--- config.mk ---
export PLATFORM = sky130hd
export DESIGN_NAME = pwm_bank
export DESIGN_NICKNAME = d
export VERILOG_FILES = /design/src/rtl/pwm_chan.sv /design/src/rtl/pwm_bank.sv
export SDC_FILE = /design/constraint.sdc
export NUM_CORES = 1
export LEC_CHECK = 0
export CAP_MARGIN = 20
export CORE_MARGIN = 3
export CORE_UTILIZATION = 50
export CTS_CLUSTER_DIAMETER = 50
export CTS_CLUSTER_SIZE = 14
export DETAILED_ROUTE_END_ITERATION = 10
export PLACE_DENSITY_LB_ADDON = 0.05
export SLEW_MARGIN = 30
export SYNTH_ARGS = -nofsm -noshare
export SYNTH_HDL_FRONTEND = slang
export SYNTH_SLANG_ARGS = --single-unit
export TNS_END_PERCENT = 5
--- constraint.sdc ---
create_clock -name clk -period 2.4 [get_ports clk]
set_input_delay 0.48 -clock clk [delete_from_list [all_inputs] [get_ports clk]]
set_output_delay 0.48 -clock clk [all_outputs]
set_load 0.01 [all_outputs]
--- src/rtl/pwm_chan.sv ---
// One PWM channel: a shadow duty that software writes, and an active duty that is only
// replaced at a period start, so a new duty value never cuts into a running period.
module pwm_chan #(
   parameter int unsigned COUNT_BITS = 8
) (
   input  logic                  clk,
   input  logic                  rst,
   input  logic [COUNT_BITS-1:0] count,
   input  logic                  wrap_int,
   input  logic                  en,
   input  logic                  wr,
   input  logic [COUNT_BITS:0]   wr_data,
   output logic                  pwm,
   output logic                  pending
);

   localparam int unsigned DUTY_BITS = COUNT_BITS + 1;

   logic [DUTY_BITS-1:0] shadow_q, shadow_d;
   logic [DUTY_BITS-1:0] active_q, active_d;
   logic                 pending_q, pending_d;
   logic                 pwm_q, pwm_d;
   logic                 load;

   always_comb begin
      load     = wrap_int && pending_q;
      shadow_d = wr ? wr_data : shadow_q;
      // The load takes the shadow as it was before this cycle's write.
      active_d = load ? shadow_q : active_q;
      // A write on the load cycle re-arms pending for the following period.
      pending_d = pending_q;
      if (wr) begin
         pending_d = 1'b1;
      end else if (load) begin
         pending_d = 1'b0;
      end
      // The extra duty bit lets a duty of 2^COUNT_BITS or more hold the output high.
      pwm_d = en && ({1'b0, count} < active_d);
   end

   always_ff @(posedge clk) begin
      if (rst) begin
         shadow_q  <= '0;
         active_q  <= '0;
         pending_q <= 1'b0;
         pwm_q     <= 1'b0;
      end else begin
         shadow_q  <= shadow_d;
         active_q  <= active_d;
         pending_q <= pending_d;
         pwm_q     <= pwm_d;
      end
   end

   assign pwm     = pwm_q;
   assign pending = pending_q;

endmodule

--- src/rtl/pwm_bank.sv ---
// Bank of PWM channels driven from a shared upstream period count; detects period starts
// and decodes duty writes to the addressed channel.
module pwm_bank #(
   parameter int unsigned COUNT_BITS = 8,
   parameter int unsigned CHANNELS   = 4
) (
   input  logic                  clk,
   input  logic                  rst,
   input  logic [COUNT_BITS-1:0] count,
   input  logic                  en,
   input  logic                  wr_en,
   input  logic [3:0]            wr_chan,
   input  logic [COUNT_BITS:0]   wr_data,
   output logic [CHANNELS-1:0]   pwm,
   output logic                  wrap,
   output logic [CHANNELS-1:0]   pending
);

   localparam logic [4:0] CHAN_LIMIT = 5'(CHANNELS);

   logic [COUNT_BITS-1:0] count_q, count_p;
   logic                  wrap_int, wrap_q;
   logic                  wr_valid;
   logic [CHANNELS-1:0]   wr_sel;

   // Compare against the previous value so a count held at zero yields one pulse only.
   always_comb begin
      wrap_int = (count_q == '0) && (count_p != '0);
   end

   always_comb begin
      wr_valid = wr_en && ({1'b0, wr_chan} < CHAN_LIMIT);
      wr_sel   = '0;
      for (int i = 0; i < CHANNELS; i++) begin
         wr_sel[i] = wr_valid && (wr_chan == 4'(i));
      end
   end

   always_ff @(posedge clk) begin
      if (rst) begin
         count_q <= '0;
         count_p <= '0;
         wrap_q  <= 1'b0;
      end else begin
         count_q <= count;
         count_p <= count_q;
         wrap_q  <= wrap_int;
      end
   end

   assign wrap = wrap_q;

   for (genvar i = 0; i < CHANNELS; i++) begin : g_chan
      pwm_chan #(
         .COUNT_BITS(COUNT_BITS)
      ) u_chan (
         .clk     (clk),
         .rst     (rst),
         .count   (count_q),
         .wrap_int(wrap_int),
         .en      (en),
         .wr      (wr_sel[i]),
         .wr_data (wr_data),
         .pwm     (pwm[i]),
         .pending (pending[i])
      );
   end

endmodule

## Word-level counts from Yosys, hierarchy flattened

Cells that the tools add are included.
W data, S select, Z words.

- Logic and storage cells: 60
- RAM bits: 0
- Memories: 0
- Flip-flop bits (word level): 97
- Latch bits: 0
- Input port bits: 25
- Bits in read-only memories: 0

- Reductions and logical operators: 21
- Order comparisons: 5
- Equality and inequality tests: 3
- Add/subtract/negate cells: 0
- Muxes and demuxes: 12
- Bitwise logic cells: 0
- $mul: 0
- Shifts and indexed selects: 0
- Divide/modulo/power cells: 0

Operators by type and width:

| cell | count |
|---|---|
| $lt A8 B9 Y1 | 4 |
| $mux W9 | 4 |
| $logic_and A1 B1 Y1 | 14 |
| $eq A4 B2 Y1 const B | 2 |
| $logic_not A8 Y1 | 1 |
| $mux W1 | 8 |
| $reduce_bool A2 Y1 | 4 |
| $reduce_bool A8 Y1 | 1 |
| $eq A4 B1 Y1 const B | 1 |
| $logic_not A4 Y1 | 1 |
| $lt A4 B3 Y1 const B | 1 |

## Depth between registers and ports, before layout

- Word-level depth: 6
- Depth in mapped cells: 11
- Mapped depth without buffers: 9

## Cells and area by module

A second synthesis with hierarchy kept.

- Cells, all modules: 387
- Area, all modules: 4045.1 sq um

By module, submodules not included:

| module | seq. area each (sq um) | cells each | times used | area an instance (sq um) |
|---|---|---|---|---|
| pwm_chan | 400.4 | 85 | 4 | 877.1 |
| pwm_bank | 340.3 | 47 | 1 | 536.8 |

## Worst setup path before layout

No wires, ideal clock.

- Path kind: flip-flop to flip-flop
- Start: register count_p[5]
- End: register g_chan[0].u_chan.pwm_q
- Path buffers: 2
- Setup time: 66 ps
- Data arrival time: 2378 ps
- Period minus slack after synthesis: 2444 ps
- Cell stages (with the launch flop): 12
- Path slack: -44 ps
- Path through: dfxtp_1 > or4_1 > buf_2 > o2111ai_1 > buf_6 > mux2i_1 > ha_1 > a21oi_1 > nor2_1 > a211oi_1 > o21ai_1 > a21oi_2

- Word-level cells in the longest chain between the ends: 6

Ends and longest elaborated chain:

| what | line | RTL |
|---|---|---|
| from (decl) | pwm_bank.sv:21 | `logic [COUNT_BITS-1:0] count_q, count_p;` |
| from (signal assigned) | pwm_bank.sv:46 | `count_p <= count_q;` |
| $reduce_bool A8 Y1 | pwm_bank.sv:28 | `wrap_int = (count_q == '0) && (count_p != '0);` |
| $logic_and A1 B1 Y1 | pwm_bank.sv:28 |  |
| $logic_and A1 B1 Y1 | pwm_chan.sv:26 | `load = wrap_int && pending_q;` |
| $mux W9 | pwm_chan.sv:29 | `active_d = load ? shadow_q : active_q;` |
| $lt A8 B9 Y1 | pwm_chan.sv:38 | `pwm_d = en && ({1'b0, count} < active_d);` |
| $logic_and A1 B1 Y1 | pwm_chan.sv:38 |  |
| to (signal assigned) | pwm_chan.sv:51 | `pwm_q <= pwm_d;` |
| to (decl) | pwm_chan.sv:22 | `logic pwm_q, pwm_d;` |

Every way passes these cells.
A chain may end at the register's enable or synchronous reset.

## Worst setup path in the final report

- Start: register count_p[5]
- End: register g_chan[1].u_chan.pwm_q

- Word-level cells in the longest chain between the ends: 6

Ends and longest elaborated chain:

| what | line |
|---|---|
| $reduce_bool A8 Y1 | pwm_bank.sv:28 |
| $logic_and A1 B1 Y1 | pwm_bank.sv:28 |
| $logic_and A1 B1 Y1 | pwm_chan.sv:26 |
| $mux W9 | pwm_chan.sv:29 |
| $lt A8 B9 Y1 | pwm_chan.sv:38 |
| $logic_and A1 B1 Y1 | pwm_chan.sv:38 |
| to (signal assigned) | pwm_chan.sv:51 |
| to (decl) | pwm_chan.sv:22 |

Every way passes these cells.

==> reports/qor.yml <==
yosys:
  synth_top_family_by_area: "multiplexers"
  synth_compound_area_share_pct: 8.09
  synth_seq_area_share_pct: 46.9
  synthMuxAreaShare_pct: 16.9
  synthFlopType: "dfxtp_1"
  synth_cells: 410
  syn_area_per_cell_um2: 10.1
  ys_ff_latch: 97
  async_flop_share_pct: 0
  synthAdderAreaFrac_pct: 8.46
  synth_cell_types: 35
  syn_nets: 463
  yosys.area_share.simple_pct: 14.7
  synth-xor-area-share_pct: 0
  synth_edf_count: 0
  ys_warn_count: 0
  syn_area_um2: 4140
layout:
  final_util_pct: 68.1
  syn2layout_area_growth_pct: 29.7
  drive_gt1_share_pct: 24.4
  stdcell_area_um2: 5380
  antenna_cells: 0
  fin_nets: 527
worst_setup_path:
  worstSetupStartpointType: "register"
  cp_data_arrival_time_ps: 2930
  path_max_fanout: 7
  cp_data_required_time_ps: 2690
  r2r_start: "count_p[5]$_SDFF_PP0_"
  slowest_stage: "or4_4"
  r2r_setup_slack_ps: -240
  r2r-end: "g_chan[1].u_chan.pwm$_SDFF_PP0_"
  cp_slowest_stage_delay_ps: 560
  end_kind: "register"
  crit_path_end: "g_chan[1].u_chan.pwm$_SDFF_PP0_"
  crit_chain: "or4_4 -> buf_6 -> o2111ai_4 -> buf_6 -> mux2i_1 -> ha_1 -> nand2_1 -> nor2_1 -> a211oi_2 -> o21ai_2 -> a21oi_2"
  criticalPathCategory: "register to register"
  cp_common_cell: "buf_6"
  crit_start: "count_p[5]$_SDFF_PP0_"
  reg2reg_depth: 11
floorplanning:
  fp.dieW_um: 97.0
  core.rowCount: 32
  core_um2: 7890
  io_pins: 34
  dieHeight_um: 97.0
  die_area_um2: 9410
  initial_core_util_pct: 52.5
outcome:
  outcome: "complete, but fails checks"
  violations: "setup timing"
job:
  drv_cap: 0
route:
  post_drt_via_cell_ratio: 5.36
  drt_wl_total_um: 10100
  drt_pre_antenna_iters: 4
  via_count: 3116
  drt_iter0_markers: 134
  routedWlPerCell_um: 17.3
  drcViolationCount: 0
  ant_nets: 0
sta:
  worst_pin_slew_ps: 608
  grt_setup_unrepaired: "yes"
  worst_slack_ps: -240
  finalHoldViolations: 0
  setup_violations: 4
  slew_viol_final: 0
  slew_headroom_pct: 59.3
  fin_skew_ps: 14.2
  fmax_mhz: 379
  finalCritPeriodShare_pct: 110
  fin_crit_ps: 2640
clock_network:
  numClockSinks: 97
  cts_tree: "done"
  cts_buffer_depth: 2
  clock_latency_ps: 370
  path_clk_slew_ps: 90
  clockRootBuffer: "clkbuf_8"
  htree_levels: 3
  cts_buffers: 9
global_route:
  track_usage_pct: 21.4
  grt_pass1_vias: 3054
  grt_overflow: 0
  grt_pass1_wl_um: 16000
  grt_max_degree: 94
  antenna_found_initial: 0
power_and_ir_drop:
  peakVddDrop_mv: 0.466
  total_power_uw: 3190
  p_leak_uw: 0.00224
  cellPowerDensity_nw_per_um2: 593
hold_path:
  hold_path.class: "register to register"
  min_path_cells: 2
placement:
  hpwl_um: 6510
  place_congestion: 0.819
  io_buffers: 33
  placed_area_um2: 4800
## routing by layer
metal	GRT usage, %	wire, um	vias up
met5	0	0	-
met4	6.26	155	0
met3	3.46	376	15
met2	35.4	4770	55
met1	28.8	4770	1498
li1	-	-	1548
## per-stage QoR
step                      setup TNS, ps  hold slack, ps  instances  worst slack [ps]
final                              -741             465        581              -240
after global routing              -1170             491        581              -321
after CTS                          -655             463        579              -181
after detailed placement           -926             450        561              -290
after global placement             -721             445        561              -269
after floorplan                   -30.4             436        410             -13.1
## worst min path at each step
stage | from | endpoint | slack, ps
6_report | g_chan[3].u_chan.active_q[0]$_SDFF_PP0_ | g_chan[3].u_chan.active_q[0]$_SDFF_PP0_ | 460
5_1_grt | g_chan[0].u_chan.active_q[0]$_SDFF_PP0_ | g_chan[0].u_chan.active_q[0]$_SDFF_PP0_ | 490
4_1_cts | g_chan[0].u_chan.active_q[0]$_SDFF_PP0_ | g_chan[0].u_chan.active_q[0]$_SDFF_PP0_ | 460
3_5_place_dp | g_chan[0].u_chan.active_q[0]$_SDFF_PP0_ | g_chan[0].u_chan.active_q[0]$_SDFF_PP0_ | 450
3_3_place_gp | g_chan[2].u_chan.active_q[0]$_SDFF_PP0_ | g_chan[2].u_chan.active_q[0]$_SDFF_PP0_ | 440
2_1_floorplan | g_chan[0].u_chan.active_q[0]$_SDFF_PP0_ | g_chan[0].u_chan.active_q[0]$_SDFF_PP0_ | 440
## Yosys cell counts, types with 2 or more instances
cell type,instances,area (um^2)
buf_6,4,45.0
nand2_1,13,48.8
buf_2,5,25.0
o31ai_1,4,30.0
o2111ai_1,3,26.3
inv_1,8,30.0
mux2_4,4,60.1
nor2b_1,20,125
mux2i_1,64,641
nand3_1,8,40.0
buf_4,8,60.1
o32ai_1,4,35.0
o21ai_1,7,35.0
and4_1,2,17.5
buf_1,2,7.51
a211oi_1,4,30.0
nor2_1,78,293
a21oi_1,17,85.1
or4_1,2,15.0
a21o_1,4,30.0
clkbuf_1,10,37.5
a21oi_2,3,26.3
dfxtp_1,97,1940
ha_1,28,350
## layout by cell type (no fill, tap or decap), types with 2 or more instances in the layout
master | synthesis | routed
a211oi_2 | 0 | 3
a21o_1 | 4 | 4
a21oi_1 | 17 | 12
a21oi_2 | 3 | 8
and4_1 | 2 | 2
buf_4 | 8 | 41
buf_6 | 4 | 5
buf_8 | 0 | 2
bufinv_16 | 0 | 2
clkbuf_8 | 0 | 11
clkdlybuf4s50_1 | 0 | 32
clkinv_2 | 0 | 2
dfxtp_1 | 97 | 96
ha_1 | 28 | 24
ha_4 | 0 | 4
inv_1 | 8 | 8
mux2_4 | 4 | 4
mux2i_1 | 64 | 46
mux2i_2 | 0 | 10
mux2i_4 | 0 | 8
nand2_1 | 13 | 13
nand3_1 | 8 | 8
nor2_1 | 78 | 78
nor2b_1 | 20 | 20
o2111ai_4 | 0 | 4
o21ai_1 | 7 | 6
o21ai_2 | 0 | 2
o31ai_1 | 4 | 4
o32ai_1 | 4 | 4
or4_4 | 0 | 2
## report_power, final
part / switching, uW / internal [uW]
Clock: 565 / 641
Sequential: 18.5 / 1630
Combinational: 178 / 152
Total: 761 / 2430
## what timing repair did
action                                  4_1_cts  5_1_grt
pin swaps                                     0       13
hold buffers                                  0        0
gates resized for setup                      13       43
gates cloned                                  0        0
endpoints found under the setup margin        4        4
buffers inserted                              2        2
## state kept, by name (all words and copies together), names as in the netlist
register,cells
g_chan.u_chan.shadow_q,36
g_chan.u_chan.pwm,4
g_chan.u_chan.pending,4
count_p,8
count_q,8
wrap,1
g_chan.u_chan.active_q,36
## area by class of cell
class                      instances  area (um^2)
clock buffer                      11          151
clock inverter                     5         77.6
fill                             612         2510
inverter                           8         30.0
multi-input combinational        276         2310
sequential                        97         1940
tap                              102          128
timing repair buffer              82          739
## worst max-delay path: cells and delay by family (launching register included)
family,cells,cell delay (ps)
flops,1,320
compound gates,4,640
mux,1,260
fa+ha+maj,1,310
buf+inv,2,340
simple gates,3,690
## logic make-up (layout without fill, tap and decap cells)
family	after synthesis	after routing
and+or+nand+nor	130	130
DFF	97	97
muxes	68	68
AOI/OAI and AO/OA	50	50
buffers and inverters	37	106
adders and majority gates	28	28
Note: power is estimated with default switching activity, not from simulation.
